$ cat src/rtl/enc_gen_pkg.sv
// Shared state encoding and default timing constants for the enc bounce generator.
package enc_gen_pkg;

  typedef enum logic [1:0] {IDLE, BOUNCE, SETTLE, HOLD} enc_gen_state_t;

  // 100 ns glitches, 10 us hold at a 20 ns clock
  localparam int unsigned GLITCH_W_DEF   = 5;
  localparam int unsigned NUM_GLITCH_DEF = 7;
  localparam int unsigned HOLD_DEF       = 500;

endpackage

$ cat src/rtl/enc_gen_cnt.sv
// Loadable down-counter shared by the glitch and hold phases; stops at zero.
module enc_gen_cnt #(
  parameter int unsigned CNT_W = 16
) (
  input  logic             clk,
  input  logic             rst,
  input  logic             load,
  input  logic             dec,
  input  logic [CNT_W-1:0] load_val,
  output logic [CNT_W-1:0] value,
  output logic             zero
);

  logic [CNT_W-1:0] value_q;
  logic [CNT_W-1:0] value_d;

  always_comb begin
    value_d = value_q;
    if (load) begin
      value_d = load_val;
    end else if (dec && (value_q != '0)) begin
      value_d = value_q - CNT_W'(1);
    end
  end

  always_ff @(posedge clk or posedge rst) begin
    if (rst) begin
      value_q <= '0;
    end else begin
      value_q <= value_d;
    end
  end

  assign value = value_q;
  assign zero  = (value_q == '0);

endmodule

$ cat src/rtl/enc_bounce_gen.sv
// Generates a burst of enc toggles followed by a held target level, with busy/done handshake.
module enc_bounce_gen
  import enc_gen_pkg::*;
#(
  parameter int unsigned CNT_W = 16,
  parameter int unsigned NUM_W = 4
) (
  input  logic             clk,
  input  logic             rst,
  input  logic             start,
  input  logic             target,
  input  logic [NUM_W-1:0] num_glitch,
  input  logic [CNT_W-1:0] glitch_w,
  input  logic [CNT_W-1:0] hold_len,
  output logic             busy,
  output logic             done,
  output logic             enc
);

  enc_gen_state_t   state_q, state_d;
  logic [NUM_W-1:0] rem_q, rem_d;
  logic [CNT_W-1:0] w_m1_q, w_m1_d;
  logic [CNT_W-1:0] h_m1_q, h_m1_d;
  logic             target_q, target_d;
  logic             enc_q, enc_d;
  logic             busy_q, busy_d;
  logic             done_q, done_d;

  logic             cnt_load;
  logic             cnt_dec;
  logic [CNT_W-1:0] cnt_load_val;
  logic [CNT_W-1:0] cnt_value;
  logic             cnt_zero;

  // Phase length minus one, with a zero request treated as one cycle
  logic [CNT_W-1:0] in_w_m1;
  logic [CNT_W-1:0] in_h_m1;
  assign in_w_m1 = (glitch_w == '0) ? '0 : glitch_w - CNT_W'(1);
  assign in_h_m1 = (hold_len == '0) ? '0 : hold_len - CNT_W'(1);

  enc_gen_cnt #(.CNT_W(CNT_W)) u_cnt (
    .clk      (clk),
    .rst      (rst),
    .load     (cnt_load),
    .dec      (cnt_dec),
    .load_val (cnt_load_val),
    .value    (cnt_value),
    .zero     (cnt_zero)
  );

  always_comb begin
    state_d      = state_q;
    rem_d        = rem_q;
    w_m1_d       = w_m1_q;
    h_m1_d       = h_m1_q;
    target_d     = target_q;
    enc_d        = enc_q;
    busy_d       = busy_q;
    done_d       = 1'b0;
    cnt_load     = 1'b0;
    cnt_load_val = '0;
    // Count down whenever a phase is running; a reload overrides this
    cnt_dec      = (cnt_value != '0);

    unique case (state_q)
      IDLE: begin
        if (start) begin
          target_d     = target;
          w_m1_d       = in_w_m1;
          h_m1_d       = in_h_m1;
          rem_d        = num_glitch;
          cnt_load     = 1'b1;
          cnt_load_val = in_w_m1;
          busy_d       = 1'b1;
          state_d      = (num_glitch != '0) ? BOUNCE : SETTLE;
        end
      end
      BOUNCE: begin
        if (cnt_zero) begin
          enc_d        = ~enc_q;
          rem_d        = rem_q - NUM_W'(1);
          cnt_load     = 1'b1;
          cnt_load_val = w_m1_q;
          if (rem_q == NUM_W'(1)) begin
            state_d = SETTLE;
          end
        end
      end
      SETTLE: begin
        if (cnt_zero) begin
          enc_d        = target_q;
          cnt_load     = 1'b1;
          cnt_load_val = h_m1_q;
          state_d      = HOLD;
        end
      end
      HOLD: begin
        if (cnt_zero) begin
          done_d  = 1'b1;
          busy_d  = 1'b0;
          state_d = IDLE;
        end
      end
      default: state_d = IDLE;
    endcase
  end

  always_ff @(posedge clk or posedge rst) begin
    if (rst) begin
      state_q  <= IDLE;
      rem_q    <= '0;
      w_m1_q   <= '0;
      h_m1_q   <= '0;
      target_q <= 1'b0;
      enc_q    <= 1'b0;
      busy_q   <= 1'b0;
      done_q   <= 1'b0;
    end else begin
      state_q  <= state_d;
      rem_q    <= rem_d;
      w_m1_q   <= w_m1_d;
      h_m1_q   <= h_m1_d;
      target_q <= target_d;
      enc_q    <= enc_d;
      busy_q   <= busy_d;
      done_q   <= done_d;
    end
  end

  assign busy = busy_q;
  assign done = done_q;
  assign enc  = enc_q;

endmodule

$ cat config.mk
export PLATFORM = sky130hd
export DESIGN_NAME = enc_bounce_gen
export DESIGN_NICKNAME = d
export VERILOG_FILES = /design/src/rtl/enc_gen_pkg.sv /design/src/rtl/enc_gen_cnt.sv /design/src/rtl/enc_bounce_gen.sv
export SDC_FILE = /design/constraint.sdc
export NUM_CORES = 1
export LEC_CHECK = 0
export ABC_CLOCK_PERIOD_IN_PS = 5200
export CORE_AREA = 2 2 88 90
export CTS_CLUSTER_DIAMETER = 120
export CTS_CLUSTER_SIZE = 25
export DETAILED_ROUTE_END_ITERATION = 8
export DIE_AREA = 0 0 90 92
export GPL_TIMING_DRIVEN = 0
export PLACE_DENSITY = 0.82
export SLEW_MARGIN = 20
export SYNTH_ARGS = -nofsm -noshare
export SYNTH_HDL_FRONTEND = slang
export SYNTH_SLANG_ARGS = --single-unit
export TNS_END_PERCENT = 20
$ cat constraint.sdc
create_clock -name clk -period 5.2 [get_ports clk]
set_input_delay 1.04 -clock clk [delete_from_list [all_inputs] [get_ports clk]]
set_output_delay 1.04 -clock clk [all_outputs]
set_load 0.05 [all_outputs]
# --- Word-level counts from Yosys, hierarchy flattened ---
# Index checks and enable logic that the tools add are counted.
# Widths: inputs -> output; s select.
classes:
  addsub: 4
  n_eq_ne: 9
  muxes: 28
  bitwise: 1
  reduce_logical: 16
op_table:
  columns: ["cell", "n"]
  rows:
  - ["$mux 16", 7]
  - ["$logic_not 16->1", 3]
  - ["$pmux 16 s3", 1]
  - ["$sub 16x1->16 const B", 3]
  - ["$reduce_bool 16->1", 1]
  - ["$mux 2", 6]
  - ["$ne 2x2->1 const B", 5]
  - ["$reduce_and 3->1", 3]
  - ["$mux 4", 2]
  - ["$pmux 2 s4", 1]
  - ["$pmux 4 s2", 1]
  - ["$reduce_bool 2->1", 4]
  - ["$mux 1", 7]
  - ["$pmux 1 s2", 3]
  - ["$reduce_and 5->1", 1]
  - ["$eq 2x2->1 const B", 2]
  - ["$eq 4x1->1 const B", 1]
  - ["$reduce_bool 4->1", 1]
  - ["$sub 4x1->4 const B", 1]
  - ["$eq 2x1->1 const B", 1]
  - ["$logic_not 2->1", 1]
  - ["$reduce_and 2->1", 1]
  - ["$reduce_or 2->1", 1]
  - ["$not 1->1", 1]
totals:
  register_bits: 58
  inputBits: 40
  output_inout_bits: 3

# --- Longest topological paths before layout ---
# Gate-level depths: netlist (run 1).
depth:
  ltp_word: 5
  depth_mapped: 8

# --- By module ---
# A second synthesis (run 1) with hierarchy kept.
hier_totals:
  hier_cells: 439
  area_unflattened_um2: 3812.4
modules_own_cells:
  columns: ["mod", "n_inst", "cells_per_inst", "area_per_inst_um2"]
  rows:
  - ["enc_bounce_gen", 1, 316, 2755.1]
  - ["enc_gen_cnt", 1, 123, 1057.3]

# --- Worst setup path before layout (run 1) ---
# Ideal clock, no wire load.
synth_timing:
  path_kind: "input-to-reg"
  from: "input port glitch_w[9]"
  to: "register u_cnt.value_q[15], in the netlist u_cnt.value[15]"
  setup_ns: 0.073
  t_arrival_ns: 2.616
  required_time_ns: 5.127
  setup_slack_ns: 2.511
  stages: 5
  n_path_buf: 0
  cell_sequence: "or4_4 -> nand4bb_4 -> or4_1 -> a21oi_2 -> a2bb2oi_2"
synth_via:
  elab_chain_cells: 5
  elab_cells_between_ends: 6
synth_lines:
  columns: ["element", "line", "source"]
  rows:
  - ["from (decl)", "enc_bounce_gen.sv:13", "input logic [CNT_W-1:0] glitch_w,"]
  - ["$sub 16x1->16 / $logic_not 16->1 (equally long branches)", "enc_bounce_gen.sv:38", "assign in_w_m1 = (glitch_w == '0) ? '0 : glitch_w - CNT_W'(1);"]
  - ["$mux 16 *", "enc_bounce_gen.sv:38", null]
  - ["$mux 16 *", "enc_bounce_gen.sv:67", "if (start) begin"]
  - ["$pmux 16 s3 *", "enc_bounce_gen.sv:65", "unique case (state_q)"]
  - ["$mux 16 *", "enc_gen_cnt.sv:19", "if (load) begin"]
  - ["to (signal assigned)", "enc_gen_cnt.sv:30", "value_q <= value_d;"]
  - ["to (decl)", "enc_gen_cnt.sv:14", "logic [CNT_W-1:0] value_q;"]
# Every way passes the cells marked *; elsewhere a longest branch is shown, timed or not.
# A chain may end at the register's enable or synchronous reset.

# --- Worst setup path in the final report (run 1) ---
layout_timing:
  from: "input port glitch_w[0]"
  to: "register u_cnt.value_q[13], in the netlist u_cnt.value[13]"
# The elaborated chain is that of the path after synthesis.

==> flow_metrics.py, run 1 <==
metrics = {
    "clock_network": {
        "ctsResizeCount": 0,
        "clk_latency_ns": 0.34,
        "ctsHoldBuffers": 0,
        "cts.sinks": 58,
        "cts_tree": "built",
        "h-tree-depth": 3,
        "cts_setup_buffers": 0,
        "numCtsBuffers": 9,
        "cts_root_buf": "clkbuf_8",
        "clk_pin_slew_ns": 0.06,
        "clk_path_buf_depth": 2,
    },
    "logic_synthesis": {
        "synth-simple-area-share_pct": 23.2,
        "netlist_top_cells_area": "dfrtp_1 40%, nand2_1 4.0%, ha_1 3.8%",
        "synth_fp_nets": 458,
        "ys_seq_area_share_pct": 39.6,
        "synthAdderAreaFrac_pct": 3.76,
        "synth_warnings": 0,
        "ys_ff_latch": 58,
        "avgSynthCellArea_um2": 9.00,
        "synthFlopType": "dfrtp_1",
        "synthesis.area_um2": 3660,
        "synthArstFlopShare_pct": 100,
        "synthMuxAreaShare_pct": 2.49,
        "synthXorXnorAreaFrac_pct": 5.74,
        "yosysTopAreaCellShare_pct": 39.6,
        "syn_inst": 407,
        "synth_compound_area_share_pct": 22.0,
        "synth_top_area_cell": "dfrtp_1",
        "synth_top_family_by_area": "simple AND/OR/NAND/NOR gates",
        "synth-edff-count": 0,
        "synth_cell_type_count": 57,
    },
    "floorplanning": {
        "die_h_um": 92,
        "rows": 32,
        "dieArea_um2": 8280,
        "initial_core_util_pct": 49.2,
        "io_pins": 43,
        "core_um2": 7450,
        "die_w_um": 90,
    },
    "finish": {
        "layout_commonest_cell": "dfrtp_1",
        "syn2layout_area_growth_pct": 19.4,
        "final_cell_mix": "58 x dfrtp_1, 42 x clkdlybuf4s50_1, 39 x nand2_1",
        "stdcell_count": 565,
        "final_area_um2": 4370,
        "fin_util_pct": 58.7,
        "nNetsFinal": 511,
        "n_antenna_cell": 0,
        "final_layout_size_suffix_gt1_share_pct": 6.05,
    },
    "timing": {
        "setup_viol": 0,
        "setup_tns_ns": 0,
        "worst_slew_pin_slew_ns": 0.714,
        "rsz0062_at_grt": "false",
        "whs_ns": 0.477,
        "period_share_pct": 61.2,
        "finalClockSkew_ns": 0.0116,
        "period_minus_slack_ns": 3.18,
        "final-max-slew-violation-count": 0,
        "setup_ws_ns": 2.02,
        "maxSlewHeadroom_pct": 52.4,
        "finalHoldViolCount": 0,
        "max_freq_mhz": 314,
    },
    "detailed_routing": {
        "ant_nets": 0,
        "viasPerCell": 6.00,
        "wire_per_inst_um": 17.0,
        "firstDrtPassIters": 5,
        "drtIter0Drc": 302,
        "routed_wl_um": 9610,
        "drc": 0,
        "vias": 3391,
    },
    "global_routing": {
        "first_global_vias": 3284,
        "grt_pass1_wl_um": 15700,
        "grt_use_total_pct": 23.8,
        "antenna_found_initial": 0,
        "grt_max_degree": 59,
        "overflow": 0,
    },
    "pwr": {
        "power_density_nw_per_um2": 201,
        "power_mw": 0.878,
        "ir_drop_uv": 110,
        "p_leak_nw": 1.83,
    },
    "place": {
        "place_area_um2": 4210,
        "pre_cts_slack_ns": 1.73,
        "globalplace.congestion": 0.914,
        "port-buffer-count": 42,
        "dp.cells": 551,
        "dpl.hpwl_um": 7210,
    },
    "critical_path": {
        "setup.worst_path.end_class": "flop",
        "crit_chain": "clkdlybuf4s50_1 -> inv_1 -> ha_1 -> or3b_1 -> nor2_1 -> a21o_2 -> a21oi_1 -> a221o_1",
        "worstPathMaxFanout": 7,
        "cp.arrival_ns": 3.39,
        "crit_buf_inv": 2,
        "critical_path.max_stage_delay_ns": 0.51,
        "crit_type": "primary input to flop",
        "critPathLaunchType": "primary input",
        "crit_slowest_cell": "clkdlybuf4s50_1",
        "cp.required_ns": 5.41,
        "critical-path-top-delay-family": "simple AND/OR/NAND/NOR gates",
    },
    "job": {
        "maxCapViolCount": 0,
    },
    "hold_path": {
        "holdCritPathClass": "flop to flop",
    },
    "outcome": {
        "status": "complete, no violations",
    },
}
area by class of cell:
type | count | area [µm²]
plain buffers | 15 | 57.6
clock buffers | 11 | 141
clock inverters | 3 | 17.5
fillers | 674 | 3080
inverters | 15 | 58.8
multi-input cells | 319 | 2100
flip-flops and latches | 58 | 1450
well taps | 102 | 128
repair buffers | 42 | 420
worst register-to-register path, stage by stage, from the launching register on:
cell and delay (ns):
dfrtp_1 0.43, inv_1 0.10, ha_1 0.27, nand2_1 0.20, clkbuf_1 0.39, buf_1 0.53, clkbuf_1 0.43, a21o_1 0.19
flip-flops by register name, summed over array words and instances, names as in the netlist:
signal	cells
state_q	2
enc	1
w_m1_q	16
target_q	1
h_m1_q	16
busy	1
u_cnt.value	16
rem_q	4
done	1
routing by layer:
metal / track usage (%) / up-vias / wire (µm) / share of wire, %
met5: 0 / - / 0 / 0
met4: 13.6 / 0 / 414 / 4.3
met3: 4.03 / 31 / 519 / 5.4
met2: 38.7 / 118 / 4520 / 47
met1: 30.1 / 1626 / 4150 / 43
li1: - / 1616 / - / -
final timing paths:
path,startpoint,to,slack (ns),cells after the start
min,w_m1_q[3],w_m1_q[3],0.48,1
min in group asynchronous,rst,rem_q[2],1.16,2
max reg2reg,state_q[0],w_m1_q[2],2.60,7
max in group asynchronous,rst,u_cnt.value[11],3.54,2
max,glitch_w[0],u_cnt.value[13],2.02,8
min reg2reg,w_m1_q[3],w_m1_q[3],0.48,1
synth_stat cells (3+ instances only):
| master | instances |
|---|---|
| or4_1 | 10 |
| nor2_1 | 36 |
| o31ai_1 | 5 |
| clkbuf_1 | 12 |
| nand3_1 | 9 |
| xnor2_1 | 12 |
| nand3b_1 | 4 |
| a22o_1 | 6 |
| o211ai_1 | 3 |
| nor4_1 | 11 |
| o21ai_0 | 10 |
| a2bb2oi_1 | 3 |
| o21ai_1 | 26 |
| o22ai_1 | 5 |
| nand4_1 | 5 |
| mux2i_1 | 8 |
| dfrtp_1 | 58 |
| a22oi_1 | 11 |
| inv_1 | 15 |
| ha_1 | 11 |
| xor2_1 | 12 |
| nor3_1 | 14 |
| a21o_1 | 14 |
| a21oi_1 | 16 |
| or2_2 | 3 |
| nand2_1 | 39 |
| nand2b_1 | 4 |
| or3_1 | 5 |
kinds of logic after synthesis:
logic type      Yosys count
flops                    58
buf+inv                  30
fa+ha+maj                11
mux                       9
compound gates          120
simple gates            155
xor+xnor                 24
power by group:
group	leakage, nW	switching, mW	total [mW]	internal (mW)
logic	1.00	0.0364	0.0740	0.0376
registers	0.743	0	0.451	0.451
clock network	0.0810	0.174	0.353	0.179
total	1.83	0.210	0.878	0.668
Note: power is estimated with default switching activity, not from simulation.
==> run 2, diff against run 1 <==
--- a/config.mk
+++ b/config.mk
@@ -5,7 +5,7 @@
 export SDC_FILE = /design/constraint.sdc
 export NUM_CORES = 1
 export LEC_CHECK = 0
-export ABC_CLOCK_PERIOD_IN_PS = 5200
+export ABC_CLOCK_PERIOD_IN_PS = 3010
 export CORE_AREA = 2 2 88 90
 export CTS_CLUSTER_DIAMETER = 120
 export CTS_CLUSTER_SIZE = 25
==> constraint.sdc (replaced) <==
create_clock -name clk -period 3.01 [get_ports clk]
set_input_delay 0.602 -clock clk [delete_from_list [all_inputs] [get_ports clk]]
set_output_delay 0.602 -clock clk [all_outputs]
set_load 0.05 [all_outputs]
==> results of run 2 <==
The final DEF is identical to that of run 1. Status: complete, no violations.
Among the figures that moved: setup slack after placement 1.73 ns -> -0.0264 ns; setup slack after layout 2.02 ns -> 0.266 ns; register-to-register setup slack 2.60 ns -> 0.41 ns; total power 0.878 mW -> 1.52 mW; worst IR drop on VDD 110 µV -> 191 µV
==> run 3, diff against run 2 <==
--- a/config.mk
+++ b/config.mk
@@ -5,7 +5,7 @@
 export SDC_FILE = /design/constraint.sdc
 export NUM_CORES = 1
 export LEC_CHECK = 0
-export ABC_CLOCK_PERIOD_IN_PS = 3010
+export ABC_CLOCK_PERIOD_IN_PS = 3200
 export CORE_AREA = 2 2 88 90
 export CTS_CLUSTER_DIAMETER = 120
 export CTS_CLUSTER_SIZE = 25
==> constraint.sdc (replaced) <==
create_clock -name clk -period 3.2 [get_ports clk]
set_input_delay 0.64 -clock clk [delete_from_list [all_inputs] [get_ports clk]]
set_output_delay 0.64 -clock clk [all_outputs]
set_load 0.05 [all_outputs]
==> results of run 3 <==
The final DEF is identical to that of run 1. Status: complete, no violations.
Among the figures that moved: setup slack after placement 1.73 ns -> 0.126 ns; setup slack after layout 2.02 ns -> 0.418 ns; register-to-register setup slack 2.60 ns -> 0.60 ns; total power 0.878 mW -> 1.43 mW; worst IR drop on VDD 110 µV -> 179 µV
